<file path="config.mk">
export PLATFORM = sky130hd
export DESIGN_NAME = decode_stage
export DESIGN_NICKNAME = d
export VERILOG_FILES = /design/src/rtl/decode_stage_pkg.sv /design/src/rtl/decode_scoreboard.sv /design/src/rtl/decode_stage.sv
export SDC_FILE = /design/constraint.sdc
export NUM_CORES = 1
export LEC_CHECK = 0
export BUFFER_PORTS_ARGS = -buffer_cell sky130_fd_sc_hd__buf_2
export CORE_MARGIN = 5
export CORE_UTILIZATION = 45
export DETAILED_ROUTE_END_ITERATION = 6
export HOLD_SLACK_MARGIN = 0.12
export PLACE_DENSITY_LB_ADDON = 0.3
export SLEW_MARGIN = 5
export SYNTH_ARGS = -nofsm -noshare
export SYNTH_HDL_FRONTEND = slang
export SYNTH_SLANG_ARGS = --single-unit
</file>
<file path="constraint.sdc">
create_clock -name clk -period 2.2 [get_ports clk]
set_input_delay 0.11 -clock clk [delete_from_list [all_inputs] [get_ports clk]]
set_output_delay 0.11 -clock clk [all_outputs]
set_load 0.05 [all_outputs]
</file>
<file path="src/rtl/decode_stage_pkg.sv">
// Shared instruction-format definitions for the decode stage and its scoreboard.
// Field positions, widths and the write encoding of the dst field live here only.
package decode_stage_pkg;

    localparam int INST_W = 32;
    localparam int OPC_W  = 8;
    localparam int REG_W  = 4;
    localparam int IMM_W  = 16;

    localparam int OPC_HI    = 31;
    localparam int OPC_LO    = 28;
    localparam int RD_HI     = 27;
    localparam int RD_LO     = 24;
    localparam int RS_HI     = 23;
    localparam int RS_LO     = 20;
    localparam int FLOAT_BIT = 19;
    localparam int SRC_BIT   = 18;
    localparam int DST_HI    = 17;
    localparam int DST_LO    = 16;
    localparam int FUNC_HI   = 15;
    localparam int FUNC_LO   = 12;
    localparam int IMM_HI    = 15;
    localparam int IMM_LO    = 0;

    localparam logic [1:0] DST_WRITE = 2'b11;
    localparam logic       SRC_IMM   = 1'b1;

    typedef struct packed {
        logic [OPC_W-1:0] opcode;
        logic [REG_W-1:0] rd;
        logic [REG_W-1:0] rs;
        logic             isfloat;
        logic             src;
        logic [1:0]       dst;
        logic             iswrite;
        logic [IMM_W-1:0] imm;
    } dec_t;

    // Immediate-form instructions carry no function nibble, so the low opcode bits are zero.
    function automatic dec_t decode_inst(input logic [INST_W-1:0] inst);
        dec_t d;
        d.rd      = inst[RD_HI:RD_LO];
        d.rs      = inst[RS_HI:RS_LO];
        d.isfloat = inst[FLOAT_BIT];
        d.src     = inst[SRC_BIT];
        d.dst     = inst[DST_HI:DST_LO];
        d.iswrite = (inst[DST_HI:DST_LO] == DST_WRITE);
        d.imm     = inst[IMM_HI:IMM_LO];
        d.opcode  = (inst[SRC_BIT] == SRC_IMM) ? {inst[OPC_HI:OPC_LO], 4'h0}
                                               : {inst[OPC_HI:OPC_LO], inst[FUNC_HI:FUNC_LO]};
        return d;
    endfunction

    function automatic logic reg_in_range(input logic [REG_W-1:0] a, input int nreg);
        return int'(a) < nreg;
    endfunction

endpackage

</file>
<file path="src/rtl/decode_scoreboard.sv">
// Register busy bits with writeback bypass on lookup; an issue-set beats a
// same-cycle writeback-clear. Addresses >= NREG never match and are ignored.
module decode_scoreboard
    import decode_stage_pkg::*;
#(
    parameter int NREG = 16
) (
    input  logic             clk,
    input  logic             rst,
    input  logic             set_i,
    input  logic [REG_W-1:0] set_rd_i,
    input  logic             clr_i,
    input  logic [REG_W-1:0] clr_rd_i,
    input  logic [REG_W-1:0] rs_addr_i,
    input  logic [REG_W-1:0] rd_addr_i,
    output logic             rs_busy_o,
    output logic             rd_busy_o,
    output logic [NREG-1:0]  busy_o
);

    logic [NREG-1:0] busy_q;
    logic [NREG-1:0] busy_d;
    logic [NREG-1:0] bypassed;

    always_comb begin
        busy_d    = busy_q;
        bypassed  = busy_q;
        rs_busy_o = 1'b0;
        rd_busy_o = 1'b0;
        for (int r = 0; r < NREG; r++) begin
            if (clr_i && (clr_rd_i == REG_W'(r))) begin
                busy_d[r]   = 1'b0;
                bypassed[r] = 1'b0;
            end
            if (set_i && (set_rd_i == REG_W'(r))) begin
                busy_d[r] = 1'b1;
            end
            if (rs_addr_i == REG_W'(r)) begin
                rs_busy_o = bypassed[r];
            end
            if (rd_addr_i == REG_W'(r)) begin
                rd_busy_o = bypassed[r];
            end
        end
    end

    always_ff @(posedge clk) begin
        if (rst) begin
            busy_q <= '0;
        end else begin
            busy_q <= busy_d;
        end
    end

    assign busy_o = busy_q;

endmodule

</file>
<file path="src/rtl/decode_stage.sv">
// Single-entry decode stage: field decode, immediate extension, scoreboard
// hazard stalls and a valid/ready output register with flush.
module decode_stage
    import decode_stage_pkg::*;
#(
    parameter int NREG     = 16,
    parameter int XLEN     = 32,
    parameter int IMM_SEXT = 1,
    parameter int SB_EN    = 1
) (
    input  logic              clk,
    input  logic              rst,
    input  logic              in_valid,
    output logic              in_ready,
    input  logic [INST_W-1:0] in_inst,
    output logic              out_valid,
    input  logic              out_ready,
    output logic [OPC_W-1:0]  out_opcode,
    output logic [REG_W-1:0]  out_rd,
    output logic [REG_W-1:0]  out_rs,
    output logic              out_isfloat,
    output logic              out_src,
    output logic              out_iswrite,
    output logic [1:0]        out_dst,
    output logic [XLEN-1:0]   out_imm,
    output logic              out_illegal,
    input  logic              wb_valid,
    input  logic [REG_W-1:0]  wb_rd,
    input  logic              flush,
    output logic [NREG-1:0]   busy,
    output logic [15:0]       stall_cnt
);

    dec_t        dec;
    logic        illegal;
    logic        rs_busy;
    logic        rd_busy;
    logic        held_hit;
    logic        hazard;
    logic        accept;
    logic        issue;

    dec_t        dec_q;
    dec_t        dec_d;
    logic        illegal_q;
    logic        illegal_d;
    logic        valid_q;
    logic        valid_d;
    logic [15:0] stall_q;
    logic [15:0] stall_d;

    assign dec     = decode_inst(in_inst);
    assign illegal = !reg_in_range(dec.rd, NREG) ||
                     (!dec.src && !reg_in_range(dec.rs, NREG));

    decode_scoreboard #(
        .NREG(NREG)
    ) u_scoreboard (
        .clk       (clk),
        .rst       (rst),
        .set_i     (issue),
        .set_rd_i  (dec_q.rd),
        .clr_i     (wb_valid),
        .clr_rd_i  (wb_rd),
        .rs_addr_i (dec.rs),
        .rd_addr_i (dec.rd),
        .rs_busy_o (rs_busy),
        .rd_busy_o (rd_busy),
        .busy_o    (busy)
    );

    // The held write has not issued yet, so its target is not busy; compare against it directly.
    always_comb begin
        held_hit = valid_q && dec_q.iswrite &&
                   ((!dec.src && (dec_q.rd == dec.rs)) ||
                    (dec.iswrite && (dec_q.rd == dec.rd)));
        hazard   = (SB_EN != 0) && in_valid &&
                   ((!dec.src && rs_busy) || (dec.iswrite && rd_busy) || held_hit);
    end

    assign in_ready = !rst && (!valid_q || out_ready) && !hazard && !flush;
    assign accept   = in_valid && in_ready;
    assign issue    = valid_q && out_ready && !flush && dec_q.iswrite && !illegal_q;

    always_comb begin
        dec_d     = dec_q;
        illegal_d = illegal_q;
        valid_d   = valid_q;
        stall_d   = stall_q;
        if (accept) begin
            dec_d     = dec;
            illegal_d = illegal;
        end
        if (flush) begin
            valid_d = 1'b0;
        end else if (accept) begin
            valid_d = 1'b1;
        end else if (out_ready) begin
            valid_d = 1'b0;
        end
        if (in_valid && hazard && !flush && (stall_q != 16'hFFFF)) begin
            stall_d = stall_q + 16'd1;
        end
    end

    always_ff @(posedge clk) begin
        if (rst) begin
            dec_q     <= '0;
            illegal_q <= 1'b0;
            valid_q   <= 1'b0;
            stall_q   <= '0;
        end else begin
            dec_q     <= dec_d;
            illegal_q <= illegal_d;
            valid_q   <= valid_d;
            stall_q   <= stall_d;
        end
    end

    assign out_valid   = valid_q;
    assign out_opcode  = dec_q.opcode;
    assign out_rd      = dec_q.rd;
    assign out_rs      = dec_q.rs;
    assign out_isfloat = dec_q.isfloat;
    assign out_src     = dec_q.src;
    assign out_iswrite = dec_q.iswrite;
    assign out_dst     = dec_q.dst;
    assign out_illegal = illegal_q;
    assign out_imm     = (IMM_SEXT != 0) ? XLEN'($signed(dec_q.imm)) : XLEN'(dec_q.imm);
    assign stall_cnt   = stall_q;

endmodule

</file>
==> results.cfg, run 1 <==
[critical_path]
start_kind = flop
crit_type = flop to flop
crit_path_top_delay_cell = or4_4
max_stage_delay_ps = 470
arrival_ps = 2640
r2r_cells = 9
cp_data_required_time_ps = 2460
path_max_fanout = 14
path_cells = o21ai_4 > buf_6 > a22o_1 > a222oi_1 > o2bb2ai_4 > o311ai_4 > buf_12 > or4_4 > a21oi_1
end_kind = flop

[die]
start_util_pct = 45.5
rows = 33
pin_count = 130
die_w_um = 100
dieArea_sq_mm = 0.0101
die_y_um = 100
coreArea_sq_mm = 0.00809

[run]
max_cap_violations = 0

[logic_synthesis]
synthTopCellsByArea = dfxtp_1, mux2i_1, nor2_1, a21oi_1, buf_4
syn-cell-area_sq_mm = 0.00368
yosysTopAreaCell = dfxtp_1
yosysSeqAreaShare_pct = 38.1
yosysTopAreaCellShare_pct = 38.1
syn-num-nets = 475
synth-main-ff-cell = dfxtp_1
syn_inst = 432
synth-seq-cells = 70
synth.avg_cell_area_sq_um = 8.52
ys_warn_count = 0
synth_edf_count = 0
async_flop_share_pct = 0
netlist-cell-type-count = 55

[global_routing]
grt_max_degree = 73
overflow = 0
grtUsageTotal_pct = 24.6
grt_pass1_wl_mm = 20.0
first_global_vias = 3999
antenna_found_initial = 0

[placed_design]
gp_congestion = 0.935
placed_cells = 679
place_ws_ps = -486
portBuffers = 128
dpl.hpwl_mm = 8.32

[sta]
fin_tns_setup_ps = -5280
min_period_ps = 2380
tightestPinTransition_ps = 741
finalCritPeriodShare_pct = 108
max-slew-margin-rel_pct = 50.6
fin_hold_ws_ps = 167
slew_violations = 0
worst_slack_ps = -181
rsz0062_at_grt = true
finClkSkew_ps = 11.6
fmax_mhz = 420
hold_viol_final = 0
final-setup-viol-count = 55

[finish]
area_delta_synth_final_pct = 55.4
final_cell_mix = buf_2, buf_4, nor2_1
num_antenna_cells = 0
drive_gt1_share_pct = 48.4
stdcell_count = 737
layout.nets = 670
final_common_cell = buf_2

[detailed_routing]
wl_met1_mm = 5.14
antenna_left = 0
drt_iter0_drc = 233
drt_wl_total_mm = 12.7
top_layer_used = met4
drc = 0
vias_per_cell = 5.53
wl_met2_mm = 6.21
drt-wirelength-per-cell_um = 17.2
firstDrtPassIters = 5
vias = 4074
met3WireLength_mm = 1.07

[cts]
htree_num_levels = 3
cts_buffer_depth = 2
numCtsBuffers = 9
clkSlewWorstSetupHoldPaths_ps = 80
cts_tree = built
clkLatencyLatePin_ps = 340
cts.sinks = 70
cts_root_buf = clkbuf_8

[outcome]
violations = setup timing
status = finished, violations left

[worst_hold_path]
min_path_type = input pin to flop
hold-path-cell-count = 3

[pwr]
power_w = 0.00285
p_per_area_mw_per_mm2 = 497
vdd_drop_max_uv = 375
p_leak_nw = 2.39
==> sequential cells by signal, summed over array words and instances (netlist names) <==
name,cells
stall_cnt,16
out_dst,2
out_rd,4
out_iswrite,1
u_scoreboard.busy_o,16
out_isfloat,1
out_opcode,8
out_rs,4
out_src,1
out_valid,1
out_imm,16
==> cell type report <==
class,instances,area [sq um]
inverter,9,33.8
multi-input combinational,308,2230
tap,105,131
fill,638,2370
sequential,70,1480
timing repair buffer,229,1660
clock inverter,3,17.5
clock buffer,13,169
==> logic make-up (layout without fill, tap and decap cells) <==
family / count (synthesis) / after routing / share of synthesized area (%)
AND/OR/NAND/NOR: 158 / 158 / 22.3
AO/OA/AOI/OAI: 101 / 101 / 18.2
flip-flops: 70 / 70 / 38.1
buffers and inverters: 54 / 254 / 8.43
multiplexers: 38 / 38 / 10.5
XOR/XNOR: 9 / 9 / 2.14
adder cells (fa/ha/maj): 1 / 1 / 0.340
other: 1 / 1 / 0.102
==> worst paths after layout <==
kind                                               from       endpoint  slack [ps]
worst max-delay path            u_scoreboard.busy_o[12]  stall_cnt[14]        -180
worst min-delay path                        in_inst[18]        out_src         170
worst min register to register            out_opcode[3]  out_opcode[3]         470
worst max register to register  u_scoreboard.busy_o[12]  stall_cnt[14]        -180
==> synthesized netlist by cell type, types with 10 or more instances <==
cell / count
or4_1: 10
nor2_1: 51
nand2_1: 28
buf_4: 19
o211ai_1: 12
nand3_1: 14
o31ai_1: 13
o21ai_0: 18
mux2i_1: 33
a21oi_1: 37
dfxtp_1: 70
clkbuf_1: 17
==> layer usage <==
metal | vias up | track usage, %
met5 | - | 0
met4 | 0 | 7.98
met3 | 23 | 6.57
met2 | 180 | 42.5
met1 | 1939 | 29.8
li1 | 1932 | -
==> where the power goes <==
group,internal (W),switching (W),total [W]
registers,0.00127,0.0000205,0.00129
logic,0.000240,0.000343,0.000583
clock network,0.000499,0.000471,0.000970
==> critical path: cells and delay by family (launching register included) <==
kind | cells | cell delay, ps
buf+inv | 2 | 310
compound gates | 6 | 1160
flops | 1 | 370
simple gates | 1 | 470
==> metrics by stage <==
step | utilization, % | cell area (sq um)
floorplan | - | 3790
global placement | 58.7 | 4750
detailed placement | 58.7 | 4750
CTS | 68.4 | 5530
global route | 70.7 | 5720
finish | 70.7 | 5720
==> timing repair <==
action,4_1_cts,5_1_grt
hold buffers,25,0
pin swaps,12,15
setup endpoints to repair,54,55
cloned,4,0
endpoints found under the hold margin,29,0
gates resized for setup,40,43
buffers inserted,9,5
(Power assumes the default switching activity.)
==> run 2, diff against run 1 <==
BUFFER_PORTS_ARGS = not set   (was -buffer_cell sky130_fd_sc_hd__buf_2)
CORE_UTILIZATION = 50   (was 45)
DONT_BUFFER_PORTS = 1   (was not set)
PLACE_DENSITY = 0.68   (was not set)
PLACE_DENSITY_LB_ADDON = not set   (was 0.3)
TNS_END_PERCENT = 30   (was not set)
==> run 2 against run 1 <==
Against the previous run: the run ends with hold timing, setup timing left; final area shrank 11%; non-clock buffer count shrank 125; sequential share of layout area grew 3.3 points; sequential cell count is the same; first-iteration DRC count grew 10%; highest routed layer unchanged.
==> results.cfg, run 2 (synthesized netlist as in run 1, its figures left out) <==
[outcome]
status = finished, violations left
violations = hold timing, setup timing

[finish]
layout.nets = 545
area_delta_synth_final_pct = 38.2
register_area_sq_mm = 0.00148
drive_gt1_share_pct = 37.1
num-fill-cells = 568
final_cell_mix = buf_4, nor2_1, dfxtp_1
final_common_cell = buf_4
design_area_sq_mm = 0.00509
num_antenna_cells = 0
multiInputGateArea_sq_mm = 0.00218

[critical_path]
start_kind = flop
arrival_ps = 2700
path_max_fanout = 7
r2r_cells = 9
crit_type = flop to flop
end_kind = flop
timing.rr.start = u_scoreboard.busy_o[5]
rrSetupSlack_ps = -220
cp_data_required_time_ps = 2470
timing.rr.end = stall_cnt[2]

[detailed_routing]
drt_iter0_drc = 257
antenna_left = 0
drt-wirelength-per-cell_um = 18.6
vias_per_cell = 5.94
firstDrtPassIters = 5
drt_wl_total_mm = 11.3
vias = 3597
drc = 0

[die]
start_util_pct = 51.0
pin_count = 130
die_w_um = 95.8
die_y_um = 95.8
coreArea_sq_mm = 0.00721
rows = 31
dieArea_sq_mm = 0.00918

[pwr]
p_leak_nw = 1.86
internal_power_w = 0.00203
p_seq_share_pct = 47.9
power.share.clock_pct = 41.0
power_w = 0.00283
p_per_area_mw_per_mm2 = 557
comb_power_share_pct = 11.1
vdd_drop_max_uv = 351
switchingPower_w = 0.000808
sw_frac_of_total_pct = 28.5

[cts]
htree_num_levels = 3
clkSlewWorstSetupHoldPaths_ps = 90
clkLatencyLatePin_ps = 350
numCtsBuffers = 9
cts_tree = built
cts_buffer_depth = 2
holdBufCountCts = 20
cts.sinks = 70
cts_root_buf = clkbuf_8

[sta]
min_period_ps = 2420
rsz0062_at_grt = true
finalCritPeriodShare_pct = 110
fmax_mhz = 413
finClkSkew_ps = 13.3
slew_violations = 0
final-setup-viol-count = 53
tightestPinTransition_ps = 540
fin_hold_ws_ps = -188
worst_slack_ps = -223
hold_viol_final = 53
max-slew-margin-rel_pct = 64.0

[worst_hold_path]
holdPathEnd = stall_cnt[12]
min-delay-start = rst
min_path_type = input pin to flop
hold-path-cell-count = 1

[global_routing]
grt_pass1_wl_mm = 16.5
antenna_found_initial = 0
first_global_vias = 3325
overflow = 0
grtUsageTotal_pct = 22.9
grt_max_degree = 74

[placed_design]
dpl.hpwl_mm = 7.33
place_ws_ps = -248
portBuffers = 0
gp_congestion = 0.895
placed_area_sq_mm = 0.00426

[run]
max_cap_violations = 0
run 2: cell count changes in the layout (fill, tap and decap cells not counted), moves of 5 or more:
cell	change
a21oi_2	+10
o21ai_0	+8
buf_4	+8
mux2i_1	+6
dlygate4sd3_1	-5
a21oi_1	-10
clkbuf_16	+5
buf_2	-126
mux2i_2	-5
run 2: power groups by stage:
stage / Sequential [W] / Clock [W] / Combinational (W)
global route: 0.00136 / 0.00125 / 0.000337
CTS: 0.00136 / 0.00118 / 0.000280
detailed placement: 0.00139 / 0 / 0.000265
floorplan: 0.00139 / 0 / 0.000236
finish: 0.00136 / 0.00116 / 0.000315
global placement: 0.00139 / 0 / 0.000261
run 2: worst max path at each step:
| stage | from | to | slack, ps |
|---|---|---|---|
| final | u_scoreboard.busy_o[5] | stall_cnt[2] | -220 |
| after CTS | u_scoreboard.busy_o[5] | in_ready | -140 |
| after detailed placement | wb_rd[3] | stall_cnt[9] | -250 |
| after global routing | u_scoreboard.busy_o[5] | stall_cnt[2] | -280 |
| after global placement | wb_valid | stall_cnt[14] | -210 |
| after floorplan | u_scoreboard.busy_o[5] | stall_cnt[4] | -20 |
run 2: layout make-up:
type	instances	area share, %
well taps	99	2.43
clock inverters	6	1.45
repair buffers	104	20.5
clock buffers	10	2.93
flip-flops and latches	70	29.1
multi-input cells	308	42.9
inverters	9	0.664
run 2: per-layer routing:
layer | track usage (%) | vias to the layer above | share of wire, %
met3 | 8.29 | 20 | 10
li1 | - | 1677 | -
met4 | 7.46 | 0 | 1.8
met1 | 30.3 | 1731 | 41
met5 | 0 | - | 0
met2 | 34.5 | 169 | 48
run 2: timing repair:
item | in CTS | in global routing
endpoints found under the hold margin | 70 | 53
pin swaps | 5 | 34
endpoints found under the setup margin | 49 | 58
setup buffers | 2 | 5
gates cloned | 1 | 4
gates resized for setup | 4 | 50
run 2: metrics by stage:
stage | instances | TNS [ps] | hold slack [ps] | util [%]
2_1_floorplan | 432 | -130 | 189 | -
3_3_place_gp | 558 | -7640 | 179 | 59.1
3_5_place_dp | 558 | -10600 | 180 | 59.1
4_1_cts | 597 | -2240 | -199 | 65.9
5_1_grt | 606 | -11370 | -206 | 70.5
6_report | 606 | -4940 | -188 | 70.5
run 2: critical path, stage by stage (launching register included):
cell	delay, ps
dfxtp_4	360
o211ai_1	90
a31oi_1	250
o221ai_2	160
a2111oi_4	300
buf_4	190
o311ai_4	170
clkbuf_16	210
or4_1	440
a21oi_1	170
==> run 3, diff against run 2 <==
BUFFER_PORTS_ARGS = -buffer_cell sky130_fd_sc_hd__buf_2   (was not set)
CORE_UTILIZATION = 45   (was 50)
DONT_BUFFER_PORTS = not set   (was 1)
PLACE_DENSITY = 0.76   (was 0.68)
==> run 3 against run 2 <==
Against the previous run: the flow finishes with violations (setup timing); die area increased by 9.9%; final area increased by 4.7%; maximum frequency increased by 3.8%; total power about the same; cell count increased by 19%; via count increased by 11%; register-to-register slack improved by 90 ps; hold slack improved by 340 ps; clock power decreased by 12%; worst setup slack improved by 88 ps; critical path type unchanged.
==> results.cfg, run 3 (synthesized netlist as in run 1, its figures left out) <==
[cts]
clkSlewWorstSetupHoldPaths_ps = 80
cts_root_buf = clkbuf_8
clkLatencyLatePin_ps = 350
numCtsBuffers = 9
htree_num_levels = 3
cts_tree = built
cts_buffer_depth = 2
cts.sinks = 70

[sta]
hold_viol_final = 0
fmax_mhz = 428
finalCritPeriodShare_pct = 106
fin_tns_setup_ps = -4220
max-slew-margin-rel_pct = 50.4
finClkSkew_ps = 15.3
min_period_ps = 2340
slew_violations = 0
rsz0062_at_grt = true
final-setup-viol-count = 54
worst_slack_ps = -135
tightestPinTransition_ps = 744

[global_routing]
grt_max_degree = 73
grt_pass1_wl_mm = 19.0
grtUsageTotal_pct = 23.4
first_global_vias = 3953
overflow = 0
antenna_found_initial = 0

[pwr]
switchingPower_w = 0.000869
p_seq_share_pct = 45.5
sw_frac_of_total_pct = 30.7
internal_power_w = 0.00196
comb_power_share_pct = 18.4
p_per_area_mw_per_mm2 = 532
power.share.clock_pct = 36.1
vdd_drop_max_uv = 460
p_leak_nw = 2.24

[critical_path]
arrival_ps = 2610
start_kind = flop
end_kind = flop
path_max_fanout = 14
crit_type = flop to flop
cp_data_required_time_ps = 2480

[die]
die_y_um = 100
coreArea_sq_mm = 0.00809
rows = 33
die_w_um = 100
start_util_pct = 45.5
dieArea_sq_mm = 0.0101
pin_count = 130

[outcome]
status = finished, violations left
violations = setup timing

[placed_design]
placed_area_sq_mm = 0.00466
dpl.hpwl_mm = 8.00
gp_congestion = 0.956
placed_cells = 668
portBuffers = 128

[finish]
final_cell_mix = buf_2, buf_4, nor2_1
final_common_cell = buf_2
design_area_sq_mm = 0.00533
final_util_pct = 65.8
num_antenna_cells = 0
area_delta_synth_final_pct = 44.7
drive_gt1_share_pct = 42.0
stdcell_count = 721
layout.nets = 654

[detailed_routing]
firstDrtPassIters = 5
antenna_left = 0
vias_per_cell = 5.53
vias = 3984
drt_iter0_drc = 154
drt_wl_total_mm = 12.1
drc = 0
drt-wirelength-per-cell_um = 16.8

[run]
max_cap_violations = 0

[worst_hold_path]
min_path_type = input pin to flop
## run 3: repair_timing
action                                  4_1_cts  5_1_grt
cloned                                        1        3
hold endpoints to repair                     29        0
buffers inserted                              1        6
gates resized for setup                       9       18
pin swaps                                     3        6
hold buffers                                 26        0
endpoints found under the setup margin       54       54
## run 3: power by group through the flow
stage	registers [W]	logic, W	clock network, W
6_report	0.00129	0.000521	0.00102
5_1_grt	0.00129	0.000552	0.00111
4_1_cts	0.00129	0.000491	0.00105
3_5_place_dp	0.00132	0.000443	0
3_3_place_gp	0.00132	0.000436	0
2_1_floorplan	0.00139	0.000236	0
## run 3: layout make-up
cell class              instances  area [sq um]
fillers                       694          2770
multi-input cells             308          2050
flip-flops and latches         70          1480
repair buffers                213          1440
clock buffers                  10           149
well taps                     105           131
clock inverters                 6          47.5
inverters                       9          33.8
## run 3: per-layer routing
layer | share of wire (%) | vias to the layer above | GRT usage, %
met4 | 2.5 | 0 | 8.19
li1 | - | 1890 | -
met3 | 8.8 | 31 | 7.34
met1 | 41 | 1873 | 28.3
met5 | 0 | - | 0
met2 | 48 | 190 | 39.1
## run 3: final timing paths
path / from / end / slack [ps] / cells past startpoint
max: u_scoreboard.busy_o[8] / stall_cnt[15] / -140 / 11
min: in_inst[18] / out_src / 150 / 3
max reg2reg: u_scoreboard.busy_o[8] / stall_cnt[15] / -140 / 11
min reg2reg: out_opcode[2] / out_opcode[2] / 470 / 2
## run 3: critical path, cell delays in order (launching register included)
cell and delay [ps]:
dfxtp_4 350, o21ai_1 90, buf_4 160, a21oi_2 130, nand3_1 140, a2111oi_4 290, buf_4 200, o311ai_4 110
buf_4 180, buf_16 140, or3_1 360, a21oi_2 140
## run 3: stage by stage
stage / setup WS, ps / total power, W / hold slack (ps)
finish: -135 / 0.00283 / 150
global route: -251 / 0.00296 / 133
CTS: -143 / 0.00283 / 125
detailed placement: -477 / 0.00176 / 328
global placement: -433 / 0.00175 / 324
floorplan: -18.3 / 0.00163 / 189
